### src/rtl/kugelblitz_patch_ctrl_pkg.sv
// Shared constants for the kugelblitz byte-patch controller: lane geometry,
// packed rule layout {en, offset, byte} and FSM state encodings.
package kugelblitz_patch_ctrl_pkg;

    localparam int KG_LANE_BITS = 6;
    localparam int KG_BYTE_BITS = 8;

    typedef enum logic [0:0] {
        KG_ST_IDLE     = 1'b0,
        KG_ST_IN_FRAME = 1'b1
    } kg_state_e;

    // Width of one packed rule: enable bit, byte offset, replacement byte.
    function automatic int kg_rule_width(input int offset_width);
        return 1 + offset_width + KG_BYTE_BITS;
    endfunction

endpackage

### src/rtl/kugelblitz_rule_match.sv
// Combinational lane matcher: finds, per output lane of the current beat, the
// lowest-index enabled rule whose offset lands on that lane.
module kugelblitz_rule_match
    import kugelblitz_patch_ctrl_pkg::*;
#(
    parameter int KEEP_WIDTH   = 64,
    parameter int RULE_COUNT   = 4,
    parameter int OFFSET_WIDTH = 12,
    localparam int RULE_W = kg_rule_width(OFFSET_WIDTH),
    localparam int BEAT_W = OFFSET_WIDTH - KG_LANE_BITS,
    localparam int POP_W  = $clog2(KEEP_WIDTH + 1)
) (
    input  logic [RULE_COUNT*RULE_W-1:0] rules,
    input  logic [BEAT_W-1:0]            beat_cnt,
    input  logic                         beat_en,
    input  logic [KEEP_WIDTH-1:0]        keep,
    output logic [KEEP_WIDTH-1:0]        hit,
    output logic [KEEP_WIDTH*8-1:0]      repl,
    output logic [POP_W-1:0]             hit_cnt
);

    // Rules are scanned from the highest index down so the lowest index wins.
    always_comb begin
        logic                    rule_en;
        logic [OFFSET_WIDTH-1:0] rule_off;
        logic [7:0]              rule_byte;
        hit       = '0;
        repl      = '0;
        hit_cnt   = '0;
        rule_en   = 1'b0;
        rule_off  = '0;
        rule_byte = '0;
        for (int k = 0; k < KEEP_WIDTH; k++) begin
            for (int r = RULE_COUNT - 1; r >= 0; r--) begin
                rule_en   = rules[r*RULE_W + RULE_W - 1];
                rule_off  = rules[r*RULE_W + KG_BYTE_BITS +: OFFSET_WIDTH];
                rule_byte = rules[r*RULE_W +: KG_BYTE_BITS];
                if (beat_en && keep[k] && rule_en
                    && (rule_off[OFFSET_WIDTH-1:KG_LANE_BITS] == beat_cnt)
                    && (rule_off[KG_LANE_BITS-1:0] == KG_LANE_BITS'(k))) begin
                    hit[k]         = 1'b1;
                    repl[k*8 +: 8] = rule_byte;
                end
            end
            hit_cnt = hit_cnt + POP_W'(hit[k]);
        end
    end

endmodule

### src/rtl/kugelblitz_patch_ctrl.sv
// Byte-patch controller for one 512-bit CMAC AXIS path: shadow/active rule
// tables with frame-boundary commit, beat tracking and a single output register.
module kugelblitz_patch_ctrl
    import kugelblitz_patch_ctrl_pkg::*;
#(
    parameter int DATA_WIDTH   = 512,
    parameter int KEEP_WIDTH   = DATA_WIDTH / 8,
    parameter int USER_WIDTH   = 1,
    parameter int RULE_COUNT   = 4,
    parameter int OFFSET_WIDTH = 12,
    localparam int IDX_W = (RULE_COUNT > 1) ? $clog2(RULE_COUNT) : 1
) (
    input  logic                    clk,
    input  logic                    rst,

    input  logic                    cfg_wr_en,
    input  logic [IDX_W-1:0]        cfg_wr_idx,
    input  logic [OFFSET_WIDTH-1:0] cfg_wr_offset,
    input  logic [7:0]              cfg_wr_byte,
    input  logic                    cfg_wr_rule_en,
    input  logic                    cfg_commit,
    output logic                    cfg_commit_pend,

    output logic [31:0]             stat_frames,
    output logic [31:0]             stat_patches,

    input  logic [DATA_WIDTH-1:0]   s_axis_tdata,
    input  logic [KEEP_WIDTH-1:0]   s_axis_tkeep,
    input  logic                    s_axis_tvalid,
    output logic                    s_axis_tready,
    input  logic                    s_axis_tlast,
    input  logic [USER_WIDTH-1:0]   s_axis_tuser,

    output logic [DATA_WIDTH-1:0]   m_axis_tdata,
    output logic [KEEP_WIDTH-1:0]   m_axis_tkeep,
    output logic                    m_axis_tvalid,
    input  logic                    m_axis_tready,
    output logic                    m_axis_tlast,
    output logic [USER_WIDTH-1:0]   m_axis_tuser
);

    localparam int RULE_W = kg_rule_width(OFFSET_WIDTH);
    localparam int TBL_W  = RULE_COUNT * RULE_W;
    localparam int BEAT_W = OFFSET_WIDTH - KG_LANE_BITS;
    localparam int POP_W  = $clog2(KEEP_WIDTH + 1);
    localparam logic [BEAT_W-1:0] BEAT_MAX = '1;

    if (DATA_WIDTH != 512) begin : g_bad_data_width
        $error("kugelblitz_patch_ctrl: only DATA_WIDTH=512 is supported");
    end
    if (KEEP_WIDTH * 8 != DATA_WIDTH) begin : g_bad_keep_width
        $error("kugelblitz_patch_ctrl: KEEP_WIDTH*8 must equal DATA_WIDTH");
    end
    if (RULE_COUNT < 1 || RULE_COUNT > 16) begin : g_bad_rule_count
        $error("kugelblitz_patch_ctrl: RULE_COUNT must be 1..16");
    end

    kg_state_e               state_q, state_d;
    logic [BEAT_W-1:0]       beat_cnt_q, beat_cnt_d;
    logic                    beat_ovf_q, beat_ovf_d;
    logic [TBL_W-1:0]        shadow_q, shadow_d;
    logic [TBL_W-1:0]        active_q, active_d;
    logic                    pend_q, pend_d;
    logic [31:0]             frames_q, frames_d;
    logic [31:0]             patches_q, patches_d;
    logic                    m_valid_q, m_valid_d;
    logic [DATA_WIDTH-1:0]   m_data_q, m_data_d;
    logic [KEEP_WIDTH-1:0]   m_keep_q, m_keep_d;
    logic                    m_last_q, m_last_d;
    logic [USER_WIDTH-1:0]   m_user_q, m_user_d;

    logic                    s_ready;
    logic                    accept;
    logic                    copy_now;
    logic [KEEP_WIDTH-1:0]   lane_hit;
    logic [DATA_WIDTH-1:0]   lane_repl;
    logic [POP_W-1:0]        hit_cnt;
    logic [DATA_WIDTH-1:0]   patched;

    assign s_ready = !m_valid_q || m_axis_tready;
    assign accept  = s_axis_tvalid && s_ready;

    kugelblitz_rule_match #(
        .KEEP_WIDTH   (KEEP_WIDTH),
        .RULE_COUNT   (RULE_COUNT),
        .OFFSET_WIDTH (OFFSET_WIDTH)
    ) u_rule_match (
        .rules    (active_q),
        .beat_cnt (beat_cnt_q),
        .beat_en  (!beat_ovf_q),
        .keep     (s_axis_tkeep),
        .hit      (lane_hit),
        .repl     (lane_repl),
        .hit_cnt  (hit_cnt)
    );

    always_comb begin
        patched = '0;
        for (int k = 0; k < KEEP_WIDTH; k++) begin
            if (s_axis_tkeep[k]) begin
                patched[k*8 +: 8] = lane_hit[k] ? lane_repl[k*8 +: 8] : s_axis_tdata[k*8 +: 8];
            end
        end
    end

    // The copy reads shadow_d so a rule written on the copy edge is included.
    always_comb begin
        state_d    = state_q;
        beat_cnt_d = beat_cnt_q;
        beat_ovf_d = beat_ovf_q;
        shadow_d   = shadow_q;
        active_d   = active_q;
        pend_d     = pend_q;
        frames_d   = frames_q;
        patches_d  = patches_q;
        m_valid_d  = m_valid_q;
        m_data_d   = m_data_q;
        m_keep_d   = m_keep_q;
        m_last_d   = m_last_q;
        m_user_d   = m_user_q;
        copy_now   = 1'b0;

        for (int r = 0; r < RULE_COUNT; r++) begin
            if (cfg_wr_en && (cfg_wr_idx == IDX_W'(r))) begin
                shadow_d[r*RULE_W +: RULE_W] = {cfg_wr_rule_en, cfg_wr_offset, cfg_wr_byte};
            end
        end

        case (state_q)
            KG_ST_IDLE: begin
                if (accept && !s_axis_tlast) begin
                    state_d = KG_ST_IN_FRAME;
                end
            end
            KG_ST_IN_FRAME: begin
                if (accept && s_axis_tlast) begin
                    state_d = KG_ST_IDLE;
                end
            end
            default: state_d = KG_ST_IDLE;
        endcase

        if (accept) begin
            patches_d = patches_q + 32'(hit_cnt);
            if (s_axis_tlast) begin
                beat_cnt_d = '0;
                beat_ovf_d = 1'b0;
                frames_d   = frames_q + 32'd1;
            end else if (beat_cnt_q == BEAT_MAX) begin
                beat_ovf_d = 1'b1;
            end else begin
                beat_cnt_d = beat_cnt_q + 1'b1;
            end
        end

        if (pend_q && (((state_q == KG_ST_IDLE) && !accept) || (accept && s_axis_tlast))) begin
            copy_now = 1'b1;
        end
        if (copy_now) begin
            active_d = shadow_d;
            pend_d   = 1'b0;
        end else if (cfg_commit) begin
            pend_d = 1'b1;
        end

        if (s_ready) begin
            m_valid_d = s_axis_tvalid;
        end
        if (accept) begin
            m_data_d = patched;
            m_keep_d = s_axis_tkeep;
            m_last_d = s_axis_tlast;
            m_user_d = s_axis_tuser;
        end
    end

    always_ff @(posedge clk) begin
        if (rst) begin
            state_q    <= KG_ST_IDLE;
            beat_cnt_q <= '0;
            beat_ovf_q <= 1'b0;
            shadow_q   <= '0;
            active_q   <= '0;
            pend_q     <= 1'b0;
            frames_q   <= '0;
            patches_q  <= '0;
            m_valid_q  <= 1'b0;
        end else begin
            state_q    <= state_d;
            beat_cnt_q <= beat_cnt_d;
            beat_ovf_q <= beat_ovf_d;
            shadow_q   <= shadow_d;
            active_q   <= active_d;
            pend_q     <= pend_d;
            frames_q   <= frames_d;
            patches_q  <= patches_d;
            m_valid_q  <= m_valid_d;
        end
    end

    // Payload is qualified by m_valid_q, so it needs no reset.
    always_ff @(posedge clk) begin
        m_data_q <= m_data_d;
        m_keep_q <= m_keep_d;
        m_last_q <= m_last_d;
        m_user_q <= m_user_d;
    end

    assign s_axis_tready   = s_ready;
    assign cfg_commit_pend = pend_q;
    assign stat_frames     = frames_q;
    assign stat_patches    = patches_q;
    assign m_axis_tvalid   = m_valid_q;
    assign m_axis_tdata    = m_data_q;
    assign m_axis_tkeep    = m_keep_q;
    assign m_axis_tlast    = m_last_q;
    assign m_axis_tuser    = m_user_q;

endmodule

### config.mk
export PLATFORM = sky130hd
export DESIGN_NAME = kugelblitz_patch_ctrl
export DESIGN_NICKNAME = d
export VERILOG_FILES = /design/src/rtl/kugelblitz_patch_ctrl_pkg.sv /design/src/rtl/kugelblitz_rule_match.sv /design/src/rtl/kugelblitz_patch_ctrl.sv
export SDC_FILE = /design/constraint.sdc
export NUM_CORES = 2
export LEC_CHECK = 0
export CAP_MARGIN = 20
export CORE_AREA = 2 2 489 491
export DETAILED_ROUTE_END_ITERATION = 8
export DIE_AREA = 0 0 491 493
export HOLD_SLACK_MARGIN = 0.1
export REMOVE_ABC_BUFFERS = 1
export SLEW_MARGIN = 20
export SYNTH_ARGS = -nofsm -noshare
export SYNTH_HDL_FRONTEND = slang
export SYNTH_SLANG_ARGS = --single-unit
### constraint.sdc
create_clock -name clk -period 25.7 [get_ports clk]
set_clock_uncertainty 0.05 [all_clocks]
set_input_delay 3.855 -clock clk [delete_from_list [all_inputs] [get_ports clk]]
set_output_delay 3.855 -clock clk [all_outputs]
set_load 0.005 [all_outputs]
==> reports/metrics.cfg <==
[status]
status = finished with violations
violations = DRC

[routing]
avgRoutedWirePerCell_um = 40.8
drc = 6
drtIter0Drc = 10402
vias_per_cell = 6.10
via_count = 64736
ant_nets = 0
drtPass1Iterations = 9
routed_wl_um = 433000

[final_layout]
nets = 7959
final_common_cell = clkdlybuf4s50_1
drive_gt1_share_pct = 8.50
area_growth_syn_to_layout_pct = 34.9
finish.utilization_pct = 31.8
mostFrequentLayoutCells = clkdlybuf4s50_1, nand2_1, nor2_1, edfxtp_1, a21oi_1

[clocking]
numCtsBuffers = 103
cts_tree = done
max-clock-path-buffers = 3
cts_setup_buffers = 0
cts-htree-levels = 3
clk_pin_slew_worst_paths_ps = 60
holdBufCountCts = 0
cts_resized = 0
clock-root-buffer = clkbuf_16
cts.sinks = 820
clkLatencyLatePin_ps = 830

[power_and_ir_drop]
peakVddDrop_uv = 60.7
leakagePower_uw = 0.0272
powerDensity_mw_per_mm2 = 52.4

[die]
die_h_um = 493
pin_count = 1252
placementRows = 179
start_util_pct = 23.6
die_x_um = 491
coreArea_mm2 = 0.237
dieArea_mm2 = 0.242

[worst_setup_path]
worstPathRequired_ps = 26300
path_common_cell = fa_1
rr_worst_depth = 33
cp-start-kind = input pin
timing.rr.start = beat_cnt_q[0]
crit_fanout = 23
endpoint_kind = flop
crit_arrival_ps = 14280
slowest_stage = clkdlybuf4s50_1
critPathLaunch = s_axis_tkeep[46]
path_class = input pin to flop
critical_path.max_stage_delay_ps = 970

[min_path]
hp-class = flop to flop
holdPathStages = 2
holdCritStartpoint = shadow_q[7]

[synthesis]
netlist_area_mm2 = 0.0558
syn_area_per_cell_um2 = 8.72
synth_flop_cell = edfxtp_1
ys_ff_latch = 820
ys_types = 98
synth_top_area_cell = edfxtp_1
synth-seq-area-share_pct = 39.8
synth_edf_count = 578
yosys_warnings = 0
synth_cells = 6404
synth.area.top_cells = edfxtp_1, dfxtp_1, nand2_1
ys_async_sr_fraction_pct = 0
synth_top_area_share_pct = 31.1

[timing]
grt_setup_unrepaired = false
max_slew_margin_pct = 11.3
tightest_slew_ps = 1310
post-route-period-util_pct = 53.2
finalHoldViolCount = 0
tns_ps = 0
fin_crit_ps = 13680
setup_violations = 0
max_freq_ghz = 0.0731
slew_viol_final = 0

[place]
routabilityCongestion = 1.01
port-buffer-count = 1251
dp_hpwl_um = 325000

[global_routing]
first_global_vias = 58631
grt_pass1_wl_um = 559000
antenna_found_initial = 178
grt_max_degree = 85
grt_util_all_layers_pct = 34.0
overflow = 0

[run]
cap_violations = 0

==> power breakdown <==
group	switching, uW	internal, uW
clock network	684	824
registers	123	1510
logic	534	275
==> registers in the layout (all words and copies together) (netlist names) <==
signal           cells
beat_ovf_q           1
cfg_commit_pend      1
active_q            84
m_axis_tkeep        64
stat_frames         32
state_q              1
m_axis_tdata       512
m_axis_tuser         1
m_axis_tlast         1
m_axis_tvalid        1
beat_cnt_q           6
shadow_q            84
stat_patches        32
==> cell type report <==
| class | count | area, um2 |
|---|---|---|
| inverters | 117 | 447 |
| fillers | 24788 | 162000 |
| clock buffers | 123 | 2680 |
| diodes | 81 | 203 |
| flip-flops and latches | 820 | 22300 |
| multi-input cells | 4757 | 30800 |
| well taps | 3167 | 3960 |
| clock inverters | 71 | 704 |
| repair buffers | 1473 | 14200 |
==> worst paths after layout <==
kind	to	slack, ps
max	stat_patches[22]	12020
min	shadow_q[7]	410
max reg2reg	stat_patches[22]	13850
min reg2reg	shadow_q[7]	410
==> cell families (layout without fill, tap and decap cells) <==
kind of cell    after synthesis  in the layout  share of synthesized area, %
compound gates             1866           1866                          26.0
mux                          41             41                         0.771
fa+ha+maj                    80             80                          2.53
simple gates               2687           2687                          23.5
flops                       820            820                          39.8
buf+inv                     827           1784                          6.05
other cells                   0             81                             0
xor+xnor                     83             83                          1.40
==> metrics by stage <==
stage	worst slack, ps	cell area (um2)	hold slack [ps]	total power, uW	instances
CTS	12140	75000	411	3940	10525
finish	12020	75300	413	3950	10609
global route	11420	75200	435	4010	10573
global placement	11550	71600	395	2430	10330
detailed placement	11380	71600	403	2430	10331
floorplan	6000	52900	383	1810	5694
==> metal layers <==
layer  vias up  wire length (um)  GRT usage [%]
met2      5353            181000           49.6
met3      1293             54600           12.1
met1     31664            164000           41.9
met4       118             33200           22.7
li1      26308                 -              -
met5         -               770          0.528
==> worst max-delay path, delay by kind of cell <==
kind | cells | cell delay, ps
fa+ha+maj | 11 | 5360
simple gates | 6 | 2500
buf+inv | 9 | 1680
compound gates | 5 | 690
xor+xnor | 1 | 150
==> cell usage after synthesis, types with 108 or more instances <==
library cell    n
nand2_1       827
nor2_1        747
edfxtp_1      578
clkbuf_1      520
a21oi_1       321
a221oi_1      309
dfxtp_1       242
nand3_1       236
o21ai_0       229
o211a_1       186
and3_1        166
nand4_1       150
nor3_1        131
o311a_1       113
inv_1         108
Note: power is estimated with default switching activity, not from simulation.
